===== src/rtl/bpa_op_sequencer.sv =====
`default_nettype none
// ============================================================================
// Module   : bpa_op_sequencer
// Purpose  : Clocked operand sequencer and result capture stage for an
//            external WIDTH-bit ripple-carry adder. Operands are latched on an
//            accepted start and presented to the adder from registers. The
//            block waits SETTLE_CYC cycles for the ripple chain to resolve,
//            then captures sum/carry. In accumulate mode the previous sum is
//            fed back as operand A.
// Macro    : BPA_ACC_SAT_EN - when defined, an accumulate-mode carry-out
//            saturates result/acc to all ones instead of wrapping.
// Ports    : clk, rst_n (async, active low)
//            start, acc_mode, clr              - control
//            a_in, b_in, c_in_in               - operand sources
//            add_sum, add_cout                 - returned from adder
//            add_a, add_b, add_cin             - registered operands to adder
//            result, carry, ovf, busy, done    - status / results
// Revision : 1.0 - initial release
// ============================================================================
module bpa_op_sequencer #(
    parameter int WIDTH      = 4,
    parameter int SETTLE_CYC = 2    // legal range 1..15
) (
    input  logic             clk,
    input  logic             rst_n,
    input  logic             start,
    input  logic             acc_mode,
    input  logic             clr,
    input  logic [WIDTH-1:0] a_in,
    input  logic [WIDTH-1:0] b_in,
    input  logic             c_in_in,
    input  logic [WIDTH-1:0] add_sum,
    input  logic             add_cout,
    output logic [WIDTH-1:0] add_a,
    output logic [WIDTH-1:0] add_b,
    output logic             add_cin,
    output logic [WIDTH-1:0] result,
    output logic             carry,
    output logic             ovf,
    output logic             busy,
    output logic             done
);

    localparam logic [1:0] c_IDLE    = 2'd0;
    localparam logic [1:0] c_SETTLE  = 2'd1;
    localparam logic [1:0] c_CAPTURE = 2'd2;

    // Counter reloads with SETTLE_CYC-1 so that CAPTURE is entered exactly
    // SETTLE_CYC edges after start is accepted.
    localparam logic [3:0] c_SETTLE_LOAD = 4'(SETTLE_CYC - 1);

    logic [1:0]       r_state;
    logic [3:0]       r_cnt;
    logic [WIDTH-1:0] r_acc;
    logic             r_mode_acc;   // mode latched at acceptance
    logic [WIDTH-1:0] r_add_a;
    logic [WIDTH-1:0] r_add_b;
    logic             r_add_cin;
    logic [WIDTH-1:0] r_result;
    logic             r_carry;
    logic             r_ovf;
    logic             r_busy;
    logic             r_done;

    logic [WIDTH-1:0] w_cap_val;    // value written to result and acc
    logic             w_acc_ovf;    // carry-out of an accumulate operation

    assign w_acc_ovf = r_mode_acc & add_cout;

    always_comb begin
        w_cap_val = add_sum;
`ifdef BPA_ACC_SAT_EN
        if (w_acc_ovf) begin
            w_cap_val = '1;
        end
`else
`endif
    end

    always_ff @(posedge clk or negedge rst_n) begin
        if (!rst_n) begin
            r_state    <= c_IDLE;
            r_cnt      <= 4'd0;
            r_acc      <= '0;
            r_mode_acc <= 1'b0;
            r_add_a    <= '0;
            r_add_b    <= '0;
            r_add_cin  <= 1'b0;
            r_result   <= '0;
            r_carry    <= 1'b0;
            r_ovf      <= 1'b0;
            r_busy     <= 1'b0;
            r_done     <= 1'b0;
        end else begin
            r_done <= 1'b0;
            if (clr) begin
                // Abort any operation; adder operands are left untouched.
                r_state  <= c_IDLE;
                r_cnt    <= 4'd0;
                r_acc    <= '0;
                r_result <= '0;
                r_carry  <= 1'b0;
                r_ovf    <= 1'b0;
                r_busy   <= 1'b0;
            end else begin
                case (r_state)
                    c_IDLE: begin
                        if (start) begin
                            if (acc_mode) begin
                                r_add_a   <= r_acc;
                                r_add_cin <= 1'b0;
                            end else begin
                                r_add_a   <= a_in;
                                r_add_cin <= c_in_in;
                            end
                            r_add_b    <= b_in;
                            r_mode_acc <= acc_mode;
                            r_cnt      <= c_SETTLE_LOAD;
                            r_busy     <= 1'b1;
                            r_state    <= c_SETTLE;
                        end
                    end
                    c_SETTLE: begin
                        if (r_cnt == 4'd0) begin
                            r_state <= c_CAPTURE;
                        end else begin
                            r_cnt <= r_cnt - 4'd1;
                        end
                    end
                    c_CAPTURE: begin
                        r_result <= w_cap_val;
                        r_acc    <= w_cap_val;
                        r_carry  <= add_cout;
                        if (w_acc_ovf) begin
                            r_ovf <= 1'b1;
                        end
                        r_done  <= 1'b1;
                        r_busy  <= 1'b0;
                        r_state <= c_IDLE;
                    end
                    default: begin
                        r_state <= c_IDLE;
                        r_busy  <= 1'b0;
                    end
                endcase
            end
        end
    end

    assign add_a   = r_add_a;
    assign add_b   = r_add_b;
    assign add_cin = r_add_cin;
    assign result  = r_result;
    assign carry   = r_carry;
    assign ovf     = r_ovf;
    assign busy    = r_busy;
    assign done    = r_done;

endmodule
`default_nettype wire


===== config.mk =====
export PLATFORM = sky130hd
export DESIGN_NAME = bpa_op_sequencer
export DESIGN_NICKNAME = d
export VERILOG_FILES = /design/src/rtl/bpa_op_sequencer.sv
export SDC_FILE = /design/constraint.sdc
export NUM_CORES = 1
export LEC_CHECK = 0
export CORE_MARGIN = 2
export CORE_UTILIZATION = 45
export DETAILED_ROUTE_END_ITERATION = 6
export GPL_TIMING_DRIVEN = 0
export PLACE_DENSITY = 0.76
export REMOVE_ABC_BUFFERS = 1
export SETUP_SLACK_MARGIN = 0.5
export SLEW_MARGIN = 20
export SYNTH_ARGS = -nofsm -noshare
export SYNTH_HDL_FRONTEND = slang
export SYNTH_SLANG_ARGS = --single-unit
export TNS_END_PERCENT = 5

===== constraint.sdc =====
create_clock -name clk -period 1.93 [get_ports clk]
set_input_delay 0.386 -clock clk [delete_from_list [all_inputs] [get_ports clk]]
set_output_delay 0.386 -clock clk [all_outputs]
set_load 0.02 [all_outputs]

==> qor.csv, run 1 <==
metric,value,unit
crit-path cells,clkdlybuf4s50_1,
TritonRoute pass-1 iters,4,
critical path's slowest cell,clkdlybuf4s50_1,
critical path required time,1.54,ns
Clock Root Buffer,clkbuf_4,
synth cell count leaders,"24 x dfrtp_1, 10 x a21oi_1, 10 x nand2_1",
Critical path buffers and inverters,1,
Slew @ Worst Pin,0.5445,ns
top-count cell post-synth,dfrtp_1,
Fin. Hold Viols,0,
Longest Clk Path Bufs,2,
Vert. Die Dim,53.86,um
critical path type,reg2out,
layout cells sized above 1,0.1397,
post-layout util,0.6371,
Post-synth EDFFs,0,
Worst setup SP type,register,
Yosys warning count,0,
Final ANT Viol Nets,0,
Clock Latency Late Sink,0.31,ns
TritonCTS clock tree,built,
worst hold path type,in2async,
status,completed,
Routed WL,2312,um
xor-xnor portion of the synthesized cell area,0,
NumNets Final,158,
Syn-to-layout area delta,37.25,%
Slew HR,0.6370,
worst vdd ir,0.0006814,V
vias in the first global route,810,
Total GRT Usage,0.1741,
Die ar.,0.002900,mm^2
DRC viols,0,
cell total after placement,159,
initial drt markers,7,
RR Endpoint,r_cnt[3]$_DFFE_PN0P_,
Routability Congestion,0.7782,
Crit path largest cell delay,0.60,ns
"FF+latch count, synth",24,
Final Max Tran Viols,0,
row cnt,18,
simple-gate share of the synthesized area,0.1689,
H-tree Lvls,1,
kind of end point of the critical path,output port,
DR vias/cell,5.313,
HPWL Detailed,1702,um
Post-Synthesis Cells,99,
pwr/cell area,926.3,mW/mm^2
Tot Pwr,1422,uW
Netlist cell types,32,
clock buffer count from CTS,3,
PnR worst setup slack,0.2640,ns
mux share of post-synthesis cell area,0.1051,
Mean Syn Cell Area,11.30,um^2
Max Cap Violations,0,
core area,0.002410,mm^2
top-area cell type share of the netlist area,0.5369,
Vias,882,
leakage,0.0007020,uW
synthesized cell area,0.001119,mm^2
min cycle time layout,1.666,ns
ys flop type,dfrtp_1,
final clock skew,0.01128,ns
initial antenna violation count,0,
initial cell density of the core,0.4642,
Buffers on Ports,35,
RR Startpoint,r_state[0]$_DFFE_PN0P_,
CP Data Arrival Time,1.28,ns
Area contributors post-synth,"dfrtp_1 54%, mux2_2 5.0%, a21oi_1 4.5%, mux2i_1 4.5%, nand2_1 3.4%",
global route overflow,0,
setup_tns,0,ns
R2R Setup Slk,0.42,ns
Critical Path Fanout Max,2,
first-pass GRT wire length,3601,um
Fmax,0.6002,GHz
diode count,0,
worst-case reg-to-reg path depth,3,
clock sinks,24,
largest net degree at the start of global routing,25,
"CP delay by family, top",buffers and inverters,
IO Count,36,
Final Cycle Share,0.8632,
WL per Instance,13.93,um
Post-Place Worst Slack,-0.5644,ns
largest family of logic cells by synthesized area,simple AND/OR/NAND/NOR gates,
clock-pin slew on the worst setup and hold paths,0.14,ns
Post-synth ARST share,1.000,
Die X,53.86,um
unrepaired setup endpoints after global routing,true,
"area leader, netlist",dfrtp_1,
adder-cell share of the synthesized area,0.02237,
final cell count without fillers,166,
Final setup viols,0,
Compound-Gate Fraction of Synth Area,0.1152,
post-synthesis sequential area ratio,0.5369,
-- cell families after synthesis --
logic type	Yosys count
flops	24
buf+inv	11
simple gates	31
compound gates	20
mux	11
fa+ha+maj	2
-- cells in the final DEF (no fill, tap or decap), types with 2 or more instances in the layout --
cell	instances
clkbuf_4	3
inv_1	6
mux2i_1	5
buf_4	3
or3_1	2
dfrtp_1	24
nor2_1	8
mux2_2	5
ha_1	2
dlygate4sd2_1	7
nand2b_1	2
clkdlybuf4s50_1	26
a22oi_1	2
a31oi_1	2
a21oi_1	10
nand2_1	10
-- repair_timing --
action	in CTS	in global routing
pin swaps	1	0
hold endpoints to repair	0	0
endpoints found under the setup margin	34	30
buffers inserted	3	0
resized for setup	7	1
hold buffers	0	0
-- per-stage QoR --
stage	hold WS [ns]	cell area, um^2
after CTS	0.5197	1538
final	0.02344	1535
after floorplan	0.09041	1084
after global placement	0.4817	1471
after global routing	0.05895	1535
after detailed placement	0.4935	1471
-- worst max path at each step --
stage | from | end | slack, ns | cells after the start
floorplan | r_state[0]$_DFFE_PN0P_ | add_b[0]$_DFFE_PN0P_ | 0.37 | 2
global placement | clr | add_b[3]$_DFFE_PN0P_ | -0.56 | 3
detailed placement | clr | add_b[3]$_DFFE_PN0P_ | -0.56 | 3
CTS | add_a[0]$_DFFE_PN0P_ | add_a[0] | 0.25 | 1
global route | add_cin$_DFFE_PN0P_ | add_cin | 0.20 | 1
finish | add_a[1]$_DFFE_PN0P_ | add_a[1] | 0.26 | 1
-- metal layers --
metal  vias to the layer above  global-route usage  wire, um
met1                       434              0.2216       992
met3                         2             0.03333       171
met4                         0             0.06410        24
met5                         -                   0         0
li1                        418                   -         -
met2                        28              0.2927      1124
-- power by group --
| group | switching [uW] | internal (uW) | leakage [uW] | total, uW |
|---|---|---|---|---|
| logic | 206 | 222 | 0.000367 | 428 |
| registers | 54.7 | 580 | 0.000307 | 635 |
| clock network | 149 | 210 | 0.0000279 | 359 |
-- flip-flops by register name, summed over array words and instances (netlist names) --
signal      cells
add_a           4
r_state         2
done            1
r_mode_acc      1
carry           1
add_b           4
r_cnt           4
result          4
busy            1
add_cin         1
ovf             1
-- area by class of cell --
type / count / area (um^2)
fill: 215 / 874.6
sequential: 24 / 600.6
multi-input combinational: 64 / 460.4
timing repair buffer: 38 / 361.6
tap: 30 / 37.54
clock inverter: 1 / 30.03
clock buffer: 3 / 22.52
inverter: 6 / 22.52
Note: power is estimated with default switching activity, not from simulation.
==> run 2, diff against run 1 <==
--- a/config.mk
+++ b/config.mk
@@ -5,6 +5,7 @@
 export SDC_FILE = /design/constraint.sdc
 export NUM_CORES = 1
 export LEC_CHECK = 0
+export CORE_ASPECT_RATIO = 0.8
 export CORE_MARGIN = 2
 export CORE_UTILIZATION = 45
 export DETAILED_ROUTE_END_ITERATION = 6
==> run 2 against run 1 <==
  * Cell count is 1.2% lower
  * Clock power is 25% lower
  * Setup slack better by 0.026 ns
  * Sequential cell count stayed put
  * Hold slack worse by 0.0011 ns
  * Clock skew is 0.0041 ns lower
==> qor.csv, run 2 (same netlist as run 1, synthesis figures left out) <==
metric,value,unit,change
status,completed,,
Vert. Die Dim,48.60,um,-9.8%
clock network power share,0.207,,-0.046
Clock Latency Late Sink,0.32,ns,about the same
min cycle time layout,1.640,ns,-0.02628 ns
Total GRT Usage,0.1778,,+0.003698
Die ar.,0.002903,mm^2,about the same
leakage,0.0007080,uW,+0.85%
initial cell density of the core,0.4656,,+0.001451
CP Data Arrival Time,1.25,ns,-0.03 ns
internal power,885.9,uW,-12%
row cnt,16,,-2
critical path's slowest cell,clkdlybuf4s50_1,,
vias in the first global route,859,,+6.0%
"most common cell after layout, fill and taps aside",dfrtp_1,,
worst hold path type,in2async,,
TritonRoute pass-1 iters,4,,unchanged
clock-pin slew on the worst setup and hold paths,0.13,ns,about the same
Crit path largest cell delay,0.59,ns,about the same
Vias,858,,-2.7%
pwr/cell area,857.8,mW/mm^2,-7.4%
Syn-to-layout area delta,35.12,%,
sequential power share,0.486,,+0.040
Fmax,0.6099,GHz,+1.6%
Slew HR,0.6403,,+0.003297
R2R Setup Slk,0.44,ns,+0.02 ns
initial drt markers,10,,+3
largest net degree at the start of global routing,25,,unchanged
kind of end point of the critical path,output port,,
TritonCTS clock tree,built,,
DRC viols,0,,unchanged
RR Startpoint,r_cnt[0]$_DFFE_PN0P_,,
IO Count,36,,unchanged
Die X,59.74,um,+11%
worst-case reg-to-reg path depth,5,,+2
DR vias/cell,5.232,,-1.5%
diode count,0,,unchanged
unrepaired setup endpoints after global routing,true,,
clock sinks,24,,unchanged
Final ANT Viol Nets,0,,unchanged
Max Cap Violations,0,,unchanged
Post-DP Area,0.001468,mm^2,-0.25%
initial antenna violation count,0,,unchanged
Buffers on Ports,35,,unchanged
core area,0.002402,mm^2,-0.31%
Final Max Tran Viols,0,,unchanged
final hold slack,0.02230,ns,-0.001135 ns
Fin. Hold Viols,0,,unchanged
Clock Root Buffer,clkbuf_4,,
critical path required time,1.54,ns,about the same
most frequent cells in the layout,"24 x dfrtp_1, 17 x clkdlybuf4s50_1, 16 x dlygate4sd2_1",,
Worst setup SP type,register,,
crit-path cells,clkdlybuf4s50_1,,
Routed WL,2349,um,+1.6%
first-pass GRT wire length,3870,um,+7.5%
H-tree Lvls,1,,unchanged
final clock skew,0.007143,ns,-0.004132 ns
Longest Clk Path Bufs,2,,unchanged
Routability Congestion,0.8185,,+5.2%
Combinational Power Share,0.307,,+0.006
hold_buf cts,0,,unchanged
WL per Instance,14.32,um,+2.8%
critical path type,reg2out,,
Final Cycle Share,0.8496,,-0.01362
NumNets Final,159,,+0.63%
switch share,0.3167,,+0.02832
Critical Path Fanout Max,1,,-1
Critical path buffers and inverters,1,,unchanged
HPWL Detailed,1715,um,+0.80%
clock buffer count from CTS,3,,unchanged
Net Sw Power,410.6,uW,+0.13%
layout cells sized above 1,0.1460,,+0.006280
Slew @ Worst Pin,0.5396,ns,-0.004946 ns
setup_tns,0,ns,unchanged
cell area after layout,0.001511,mm^2,-1.5%
worst vdd ir,0.0004722,V,-31%
global route overflow,0,,unchanged
"CP delay by family, top",buffers and inverters,,
Final setup viols,0,,unchanged
RR Endpoint,r_cnt[1]$_DFFE_PN0P_,,
run 2: worst max path at each step:
stage	from	to	slack (ns)	cells past startpoint
detailed placement	clr	add_b[1]$_DFFE_PN0P_	-0.57	3
global placement	clr	add_b[1]$_DFFE_PN0P_	-0.54	3
finish	done$_DFF_PN0_	done	0.29	1
floorplan	r_state[0]$_DFFE_PN0P_	add_b[0]$_DFFE_PN0P_	0.37	2
global route	done$_DFF_PN0_	done	0.26	1
CTS	add_b[3]$_DFFE_PN0P_	add_b[3]	0.25	1
run 2: final cells by class:
| class | instances | area [um^2] |
|---|---|---|
| tap | 27 | 33.78 |
| fill | 208 | 890.9 |
| timing repair buffer | 39 | 357.8 |
| inverter | 6 | 22.52 |
| sequential | 24 | 600.6 |
| clock buffer | 4 | 36.28 |
| multi-input combinational | 64 | 460.4 |
run 2: routing by layer:
| metal | vias up | track usage | part of all wire |
|---|---|---|---|
| met5 | - | 0 | 0 |
| met4 | 0 | 0.05556 | 0.0098 |
| met3 | 4 | 0.05615 | 0.067 |
| met2 | 25 | 0.2754 | 0.46 |
| met1 | 408 | 0.2360 | 0.46 |
| li1 | 421 | - | - |
run 2: what timing repair did:
action	in CTS	in global routing
pin swaps	1	0
endpoints found under the setup margin	34	31
resized for setup	16	1
buffers inserted	4	0
run 2: power groups by stage:
stage / clock, uW / combinational [uW] / sequential, uW
final: 268 / 399 / 630
after floorplan: 0 / 158 / 710
after global placement: 0 / 422 / 638
after detailed placement: 0 / 432 / 643
after global routing: 289 / 437 / 641
after CTS: 277 / 406 / 630
run 2: through the flow:
step / setup WS, ns / instances / util / power, uW
6_report: 0.2903 / 164 / 0.6292 / 1296
5_1_grt: 0.2603 / 164 / 0.6292 / 1367
4_1_cts: 0.2475 / 164 / 0.6302 / 1312
3_5_place_dp: -0.5741 / 156 / 0.6109 / 1074
3_3_place_gp: -0.5444 / 156 / 0.6109 / 1060
2_1_floorplan: 0.3703 / 94 / - / 868.6
